## src/rtl/fifo_arbiter.sv

```systemverilog
// Two-requester round-robin writer into an external FIFO RAM, plus a read
// sequencer that drains the FIFO into a single held output register.
module fifo_arbiter #(
    parameter int DEPTH = 16384
) (
    input  logic        clock,
    input  logic        reset,
    input  logic [7:0]  req0_data,
    input  logic        req0_valid,
    output logic        req0_ready,
    input  logic [7:0]  req1_data,
    input  logic        req1_valid,
    output logic        req1_ready,
    output logic [7:0]  fifo_data_in,
    output logic        fifo_write,
    output logic        fifo_read,
    output logic        fifo_enable,
    input  logic [7:0]  fifo_data_out,
    input  logic        fifo_full,
    input  logic        fifo_empty,
    output logic [7:0]  out_data,
    output logic        out_valid,
    input  logic        out_ready,
    output logic        last_grant,
    output logic [14:0] occupancy,
    output logic [15:0] count0,
    output logic [15:0] count1,
    output logic [1:0]  dbg_state
);

    // Handshakes: a requester byte moves when reqN_valid && reqN_ready; the
    // consumer byte moves when out_valid && out_ready, both on the same posedge.
    typedef enum logic [1:0] {
        R_IDLE = 2'd0,
        R_WAIT = 2'd1,
        R_HOLD = 2'd2
    } rd_state_t;

    localparam logic [14:0] OCC_MAX = 15'(DEPTH + 1);

    rd_state_t   r_state;
    rd_state_t   w_next_state;
    logic        r_last_grant;
    logic [15:0] r_count0;
    logic [15:0] r_count1;
    logic [14:0] r_occupancy;
    logic [7:0]  r_out_data;
    logic        w_grant_idx;
    logic        w_accept;
    logic        w_read;
    logic        w_handshake;

    // Contention goes to whichever requester did not win last time.
    always_comb begin
        w_grant_idx = 1'b0;
        if (req0_valid && req1_valid) begin
            w_grant_idx = ~r_last_grant;
        end else if (req1_valid) begin
            w_grant_idx = 1'b1;
        end
    end

    assign w_accept     = reset && !fifo_full && (req0_valid || req1_valid);
    assign req0_ready   = w_accept && !w_grant_idx;
    assign req1_ready   = w_accept && w_grant_idx;
    assign fifo_write   = w_accept;
    assign fifo_data_in = req1_ready ? req1_data : req0_data;
    assign fifo_enable  = reset;

    always_ff @(posedge clock) begin
        if (!reset) begin
            r_last_grant <= 1'b1;
            r_count0     <= 16'd0;
            r_count1     <= 16'd0;
        end else if (w_accept) begin
            r_last_grant <= w_grant_idx;
            if (w_grant_idx) begin
                r_count1 <= r_count1 + 16'd1;
            end else begin
                r_count0 <= r_count0 + 16'd1;
            end
        end
    end

    always_ff @(posedge clock) begin
        if (!reset) begin
            r_state <= R_IDLE;
        end else begin
            r_state <= w_next_state;
        end
    end

    always_comb begin
        w_next_state = r_state;
        case (r_state)
            R_IDLE:  if (!fifo_empty) w_next_state = R_WAIT;
            R_WAIT:  w_next_state = R_HOLD;
            R_HOLD:  if (out_ready) w_next_state = fifo_empty ? R_IDLE : R_WAIT;
            default: w_next_state = R_IDLE;
        endcase
    end

    // A read issued in R_HOLD on the handshake cycle keeps the rate at one byte per two cycles.
    always_comb begin
        w_read    = 1'b0;
        out_valid = 1'b0;
        case (r_state)
            R_IDLE:  w_read = !fifo_empty;
            R_HOLD: begin
                out_valid = 1'b1;
                w_read    = out_ready && !fifo_empty;
            end
            default: w_read = 1'b0;
        endcase
    end

    assign fifo_read   = reset && w_read;
    assign w_handshake = out_valid && out_ready;

    always_ff @(posedge clock) begin
        if (!reset) begin
            r_out_data <= 8'd0;
        end else if (r_state == R_WAIT) begin
            r_out_data <= fifo_data_out;
        end
    end

    always_ff @(posedge clock) begin
        if (!reset) begin
            r_occupancy <= 15'd0;
        end else if (w_accept && !w_handshake && (r_occupancy != OCC_MAX)) begin
            r_occupancy <= r_occupancy + 15'd1;
        end else if (w_handshake && !w_accept && (r_occupancy != 15'd0)) begin
            r_occupancy <= r_occupancy - 15'd1;
        end
    end

    assign out_data   = r_out_data;
    assign last_grant = r_last_grant;
    assign occupancy  = r_occupancy;
    assign count0     = r_count0;
    assign count1     = r_count1;
    assign dbg_state  = r_state;

endmodule
```

## config.mk

```make
export PLATFORM = sky130hd
export DESIGN_NAME = fifo_arbiter
export DESIGN_NICKNAME = d
export VERILOG_FILES = /design/src/rtl/fifo_arbiter.sv
export SDC_FILE = /design/constraint.sdc
export NUM_CORES = 1
export LEC_CHECK = 0
export ABC_CLOCK_PERIOD_IN_PS = 3780
export CAP_MARGIN = 20
export CORE_MARGIN = 2
export CORE_UTILIZATION = 47
export DETAILED_ROUTE_END_ITERATION = 12
export PLACE_DENSITY_LB_ADDON = 0.15
export SYNTH_ARGS = -nofsm -noshare
export SYNTH_HDL_FRONTEND = slang
export SYNTH_SLANG_ARGS = --single-unit
```

## constraint.sdc

```tcl
create_clock -name clock -period 3.78 [get_ports clock]
set_input_delay 0.567 -clock clock [delete_from_list [all_inputs] [get_ports clock]]
set_output_delay 0.567 -clock clock [all_outputs]
set_load 0.02 [all_outputs]
```

==> results of run 1 <==
per-layer routing:
layer  global-route usage  up-vias  part of all wire
li1                     -     1579                 -
met1                0.274     1460              0.44
met2                0.358       79              0.50
met3               0.0578       17             0.042
met4               0.0909        0             0.024
met5                    0        -                 0
power groups by stage:
stage | registers (uW) | logic [uW] | clock network, uW
after global placement | 688 | 521 | 0
after CTS | 675 | 530 | 608
final | 676 | 533 | 586
after floorplan | 716 | 325 | 0
after detailed placement | 688 | 526 | 0
after global routing | 680 | 582 | 638
metrics by stage:
stage	cells	setup slack [ns]	power [uW]	area [sq um]	hold slack, ns
finish	576	0.479	1800	4510	0.452
global route	576	0.224	1900	4510	0.475
CTS	576	0.497	1810	4510	0.456
detailed placement	560	0.377	1210	4300	0.447
global placement	560	0.485	1210	4300	0.442
floorplan	391	0.831	1040	3240	0.535
worst reg2reg max path: stages, from the launching register on:
cell      delay (ns)
dfxtp_1         0.34
nor4_1          0.38
nand4_1         0.27
o211ai_4        0.52
inv_1           0.11
fa_1            0.41
nand2b_1        0.18
a21oi_1         0.22
o311ai_1        0.20
a311oi_1        0.35
nand4b_1        0.13
o311ai_0        0.10
Yosys cell counts (10+ instances only):
master	count	area (sq um)
a21oi_1	34	170
and3_1	10	62.6
dfxtp_1	58	1160
ha_1	16	200
inv_1	11	41.3
nand2_1	55	206
nor2_1	38	143
o21ai_0	14	70.1
or3_1	10	62.6
xnor2_1	16	140
xor2_1	16	140
cell type report:
| type | count | area [sq um] | share of cell area |
|---|---|---|---|
| clock inverter | 4 | 50.0 | 0.0111 |
| timing repair buffer | 106 | 1050 | 0.233 |
| multi-input combinational | 303 | 1940 | 0.431 |
| sequential | 58 | 1160 | 0.257 |
| inverter | 13 | 48.8 | 0.0108 |
| tap | 80 | 100 | 0.0222 |
| clock buffer | 12 | 155 | 0.0344 |
kinds of logic (layout without fill, tap and decap cells):
family          after synthesis  in the layout
compound gates               83             83
flops                        58             58
buf+inv                      30            135
simple gates                162            162
xor+xnor                     32             32
fa+ha+maj                    17             17
mux                           9              9
worst max path at each step:
stage | from | to | slack [ns] | depth (start not counted)
2_1_floorplan | occupancy[2]$_SDFFE_PN0P_ | occupancy[12]$_SDFFE_PN0P_ | 0.83 | 9
3_3_place_gp | req1_valid | occupancy[14]$_SDFFE_PN0P_ | 0.49 | 12
3_5_place_dp | reset | occupancy[12]$_SDFFE_PN0P_ | 0.38 | 10
4_1_cts | occupancy[7]$_SDFFE_PN0P_ | occupancy[13]$_SDFFE_PN0P_ | 0.50 | 10
5_1_grt | occupancy[7]$_SDFFE_PN0P_ | occupancy[12]$_SDFFE_PN0P_ | 0.22 | 11
6_report | occupancy[7]$_SDFFE_PN0P_ | occupancy[12]$_SDFFE_PN0P_ | 0.48 | 11
flip-flops by register name, summed over array words and instances (netlist names):
| register | cells |
|---|---|
| count0 | 16 |
| count1 | 16 |
| occupancy | 15 |
| out_data | 8 |
| dbg_state | 2 |
| last_grant | 1 |
==> results.tsv, run 1 <==
metric	value	unit
cts_sinks	58	
crit_buf_inv	1	
cts_tree	done	
synth_cell_types	56	
synthSimpleGateAreaFrac	0.249	
grt_pass1_vias	2815	
comb_power_share	0.297	
layout_min_cycle_time	3.30	ns
hold_violations	0	
clock_power_share	0.327	
drc	0	
final_cell_mix	clkdlybuf4s50_1 (102), dfxtp_1 (58), nand2_1 (55)	
clock_path_buffers	2	
grt_overflow	0	
internal-power	1230	uW
synth-seq-cells	58	
final_common_cell	clkdlybuf4s50_1	
crit_chain	nor4_1, nand4_1, o211ai_4, inv_1, fa_1, nand2b_1, a21oi_1, o311ai_1, a311oi_1, nand4b_1, o311ai_0	
syn_to_final_growth	39.1	%
clock_latency	0.33	ns
rsz0062_at_grt	no	
die_w	87.1	um
path_class	reg -> reg	
num_rows	30	
ys.flop_type	dfxtp_1	
dp_hpwl	5930	um
hold_path_end	out_data[4]$_SDFFE_PN0N_	
worstReg2RegEnd	occupancy[12]$_SDFFE_PN0P_	
worst_ep_arrival_time	3.53	ns
slowest_delay	0.52	ns
syn-cell-area	0.00324	sq mm
setup_viol	0	
yosysSeqAreaShare	0.358	
post_cts_buffers	0	
slew_headroom	0.637	
firstDrtPassIters	4	
final_max_slew_viol_count	0	
p_per_area	398	mW/mm^2
worstHoldPathType	reg -> reg	
yosysWarnings	0	
cp-end-kind	flop	
synth_compound_area_frac	0.165	
layout-drive-gt1-share	0.0786	
cts_buffers	9	
drtIter0Drc	130	
crit_path_max_fanout	16	
synth.avg_cell_area	8.29	sq um
seq_power_share	0.376	
critPathLaunchType	flop	
nNetsFinal	539	
vias_per_cell	5.44	
min-delay-start	out_data[4]$_SDFFE_PN0N_	
portBuffers	102	
globalplace.congestion	0.955	
drtAntennaViolNets	0	
fin_worst_skew	0.00465	ns
whs_path_depth	2	
die-area	0.00758	sq mm
cts_resized	0	
grt_max_degree	54	
required	4.01	ns
critical_path.top_delay_family	compound AO/OA/AOI/OAI gates	
period_share	0.873	
clk_pin_slew	0.07	ns
vias	3135	
rr_worst_depth	11	
synthXorXnorAreaFrac	0.0865	
utilization	0.671	
async_reset_ff_frac	0	
synth_edf_count	0	
grt_pass1_wl	13200	um
switching_share	0.315	
timing.rr.start	occupancy[7]$_SDFFE_PN0P_	
fmax	0.303	GHz
antenna_found_initial	0	
finalWirelength	8150	um
grt.total_usage	0.219	
htreeDepth	3	
ctsHoldBuffers	0	
start_util	0.482	
fillers	579	
r2r_slack	0.48	ns
coreArea	0.00672	sq mm
switching_power	565	uW
p_leak	0.00170	uW
clockRootBuffer	clkbuf_8	
tns	0	ns
wl_per_cell	14.2	um
critPathSlowestCell	o211ai_4	
synth_fa_ha_area_frac	0.0679	
tightest_slew	0.545	ns
synthMuxAreaShare	0.0309	
synth_top_family_by_area	simple AND/OR/NAND/NOR gates	
max_cap_violations	0	
ir_drop	0.256	mV
diodes	0	
io_pins	103	
fp.dieH	87.1	um
syn_inst	391	
status	completed	
synth_fp_nets	439	
No activity file was read; power rests on OpenSTA's default activity.
==> run 2, diff against run 1 <==
--- a/config.mk
+++ b/config.mk
@@ -7,7 +7,7 @@
 export LEC_CHECK = 0
 export ABC_CLOCK_PERIOD_IN_PS = 3780
 export CAP_MARGIN = 20
-export CORE_MARGIN = 2
+export CORE_MARGIN = 5
 export CORE_UTILIZATION = 47
 export DETAILED_ROUTE_END_ITERATION = 12
 export PLACE_DENSITY_LB_ADDON = 0.15
==> run 2 against run 1 <==
Sequential cell count is the same. Final area shrank 0.22%. Clock-buffer cell count shrank 1. Die area grew 14%.
==> results.tsv, run 2 (synthesized netlist as in run 1, its figures left out) <==
metric	value	unit	change
finalWirelength	8480	um	was 8150 um
die_w	93.1	um	was 87.1 um
clock_latency	0.33	ns	about the same
start_util	0.480		was 0.482
stdcell_area	0.00450	sq mm	was 0.00451 sq mm
period_share	0.952		was 0.873
grt_overflow	0		unchanged
internal-power	1210	uW	was 1230 uW
antenna_found_initial	0		unchanged
slew_headroom	0.580		was 0.637
status	completed		unchanged
coreArea	0.00676	sq mm	was 0.00672 sq mm
layout-drive-gt1-share	0.0786		unchanged
p_per_area	397	mW/mm^2	was 398 mW/mm^2
r2r_slack	0.18	ns	was 0.48 ns
critPathSlowestCell	o211ai_4		unchanged
whs_path_depth	2		unchanged
critPathLaunchType	flop		unchanged
clk_pin_slew	0.07	ns	about the same
final_common_cell	clkdlybuf4s50_1		unchanged
rr_worst_depth	9		was 11
num_rows	30		unchanged
tns	0	ns	unchanged
drtAntennaViolNets	0		unchanged
path_class	reg -> reg		unchanged
grt_pass1_vias	3130		was 2815
syn_to_final_growth	38.8	%	was 39.1%
nNetsFinal	539		unchanged
layout_min_cycle_time	3.60	ns	was 3.30 ns
slowest_delay	0.60	ns	was 0.52 ns
cts_sinks	58		unchanged
final_cell_mix	clkdlybuf4s50_1 (102), dfxtp_1 (58), nand2_1 (55)		unchanged
max_cap_violations	0		unchanged
timing.rr.start	occupancy[8]$_SDFFE_PN0P_		was occupancy[7]$_SDFFE_PN0P_
fin_worst_skew	0.00512	ns	was 0.00465 ns
cts_buffers	9		unchanged
grt_pass1_wl	14200	um	was 13200 um
globalplace.congestion	0.902		was 0.955
min-delay-start	out_data[0]$_SDFFE_PN0N_		was out_data[4]$_SDFFE_PN0N_
htreeDepth	3		unchanged
vias_per_cell	5.48		was 5.44
crit_path_max_fanout	21		was 16
required	3.97	ns	was 4.01 ns
clock_power_share	0.319		was 0.327
grt_max_degree	54		unchanged
crit_chain	nor4_1, nand4_1, o211ai_4, ha_1, a21o_1, o311ai_1, a311oi_1, nand4b_1, o311ai_0		was nor4_1, nand4_1, o211ai_4, inv_1, fa_1, nand2b_1, a21oi_1, o311ai_1, a311oi_1, nand4b_1, o311ai_0
fp.dieH	93.1	um	was 87.1 um
dp_hpwl	6290	um	was 5930 um
drc	0		unchanged
setup_viol	0		unchanged
worst_ep_arrival_time	3.79	ns	was 3.53 ns
diodes	0		unchanged
rsz0062_at_grt	no		unchanged
drtIter0Drc	121		was 130
placed_cell_area	0.00430	sq mm	unchanged
cp-end-kind	flop		unchanged
final_max_slew_viol_count	0		unchanged
worstReg2RegEnd	occupancy[12]$_SDFFE_PN0P_		unchanged
switching_share	0.323		was 0.315
portBuffers	102		unchanged
comb_power_share	0.302		was 0.297
hold_violations	0		unchanged
wl_per_cell	14.7	um	was 14.2 um
crit_buf_inv	0		was 1
io_pins	103		unchanged
cts_tree	done		unchanged
grt.total_usage	0.203		was 0.219
seq_power_share	0.378		was 0.376
worstHoldPathType	reg -> reg		unchanged
vias	3158		was 3135
clockRootBuffer	clkbuf_8		unchanged
p_leak	0.00170	uW	about the same
fmax	0.278	GHz	was 0.303 GHz
die-area	0.00866	sq mm	was 0.00758 sq mm
critical_path.top_delay_family	compound AO/OA/AOI/OAI gates		unchanged
tightest_slew	0.621	ns	was 0.545 ns
clock_path_buffers	2		unchanged
firstDrtPassIters	5		was 4
ir_drop	0.255	mV	was 0.256 mV
switching_power	578	uW	was 565 uW
hold_path_end	out_data[0]$_SDFFE_PN0N_		was out_data[4]$_SDFFE_PN0N_
==> run 2: worst max-delay path by stage <==
stage | from | end | slack (ns) | depth (start not counted)
6_report | occupancy[8]$_SDFFE_PN0P_ | occupancy[12]$_SDFFE_PN0P_ | 0.18 | 9
5_1_grt | occupancy[8]$_SDFFE_PN0P_ | occupancy[12]$_SDFFE_PN0P_ | 0.0003 | 8
4_1_cts | occupancy[8]$_SDFFE_PN0P_ | occupancy[12]$_SDFFE_PN0P_ | 0.22 | 8
3_5_place_dp | reset | occupancy[12]$_SDFFE_PN0P_ | 0.18 | 10
3_3_place_gp | reset | occupancy[12]$_SDFFE_PN0P_ | 0.36 | 10
2_1_floorplan | occupancy[2]$_SDFFE_PN0P_ | occupancy[12]$_SDFFE_PN0P_ | 0.83 | 9
==> run 2: layout make-up <==
cell class	instances	area [sq um]
Fill cell	595	2260
Multi-Input combinational cell	303	1940
Sequential cell	58	1160
Timing Repair Buffer	106	1050
Clock buffer	11	141
Tap cell	80	100
Clock inverter	5	53.8
Inverter	13	48.8
==> run 2: tightest hold or removal path, delay by kind of cell (launching register included) <==
family          cells  cell delay [ns]
compound gates      1             0.05
simple gates        1             0.05
flops               1             0.31
==> run 2: power groups by stage <==
stage / clock network [uW] / registers (uW) / logic, uW
floorplan: 0 / 716 / 325
global placement: 0 / 688 / 526
detailed placement: 0 / 689 / 536
CTS: 582 / 675 / 540
global route: 605 / 681 / 590
finish: 571 / 676 / 541
==> run 2: routing by layer <==
layer / track usage / routed length, um
met1: 0.247 / 3840
met4: 0.0769 / 72
met5: 0 / 0
met3: 0.0587 / 687
met2: 0.340 / 3880
==> run 2: stage by stage <==
stage                     total power [uW]  cells   util  hold WS, ns  setup slack, ns
final                                 1790    576  0.666        0.451            0.180
after global routing                  1880    576  0.666        0.473         0.000316
after CTS                             1800    576  0.666        0.456            0.221
after detailed placement              1220    560  0.637        0.447            0.179
after global placement                1210    560  0.637        0.443            0.363
after floorplan                       1040    391      -        0.535            0.831
==> run 2: repair_timing <==
| item | CTS | global route |
|---|---|---|
| resized for setup | 0 | 0 |
| hold buffers | 0 | 0 |
| endpoints found under the hold margin | 0 | 0 |
| buffers inserted | 0 | 0 |
| endpoints found under the setup margin | 0 | 1 |
==> run 3, diff against run 2 <==
--- a/config.mk
+++ b/config.mk
@@ -9,8 +9,10 @@
 export CAP_MARGIN = 20
 export CORE_MARGIN = 5
 export CORE_UTILIZATION = 47
+export CTS_CLUSTER_SIZE = 10
 export DETAILED_ROUTE_END_ITERATION = 12
 export PLACE_DENSITY_LB_ADDON = 0.15
+export SKIP_LAST_GASP = 1
 export SYNTH_ARGS = -nofsm -noshare
 export SYNTH_HDL_FRONTEND = slang
 export SYNTH_SLANG_ARGS = --single-unit
==> results of run 3 <==
No change in the layout: final DEF, timing and power equal those of run 2.
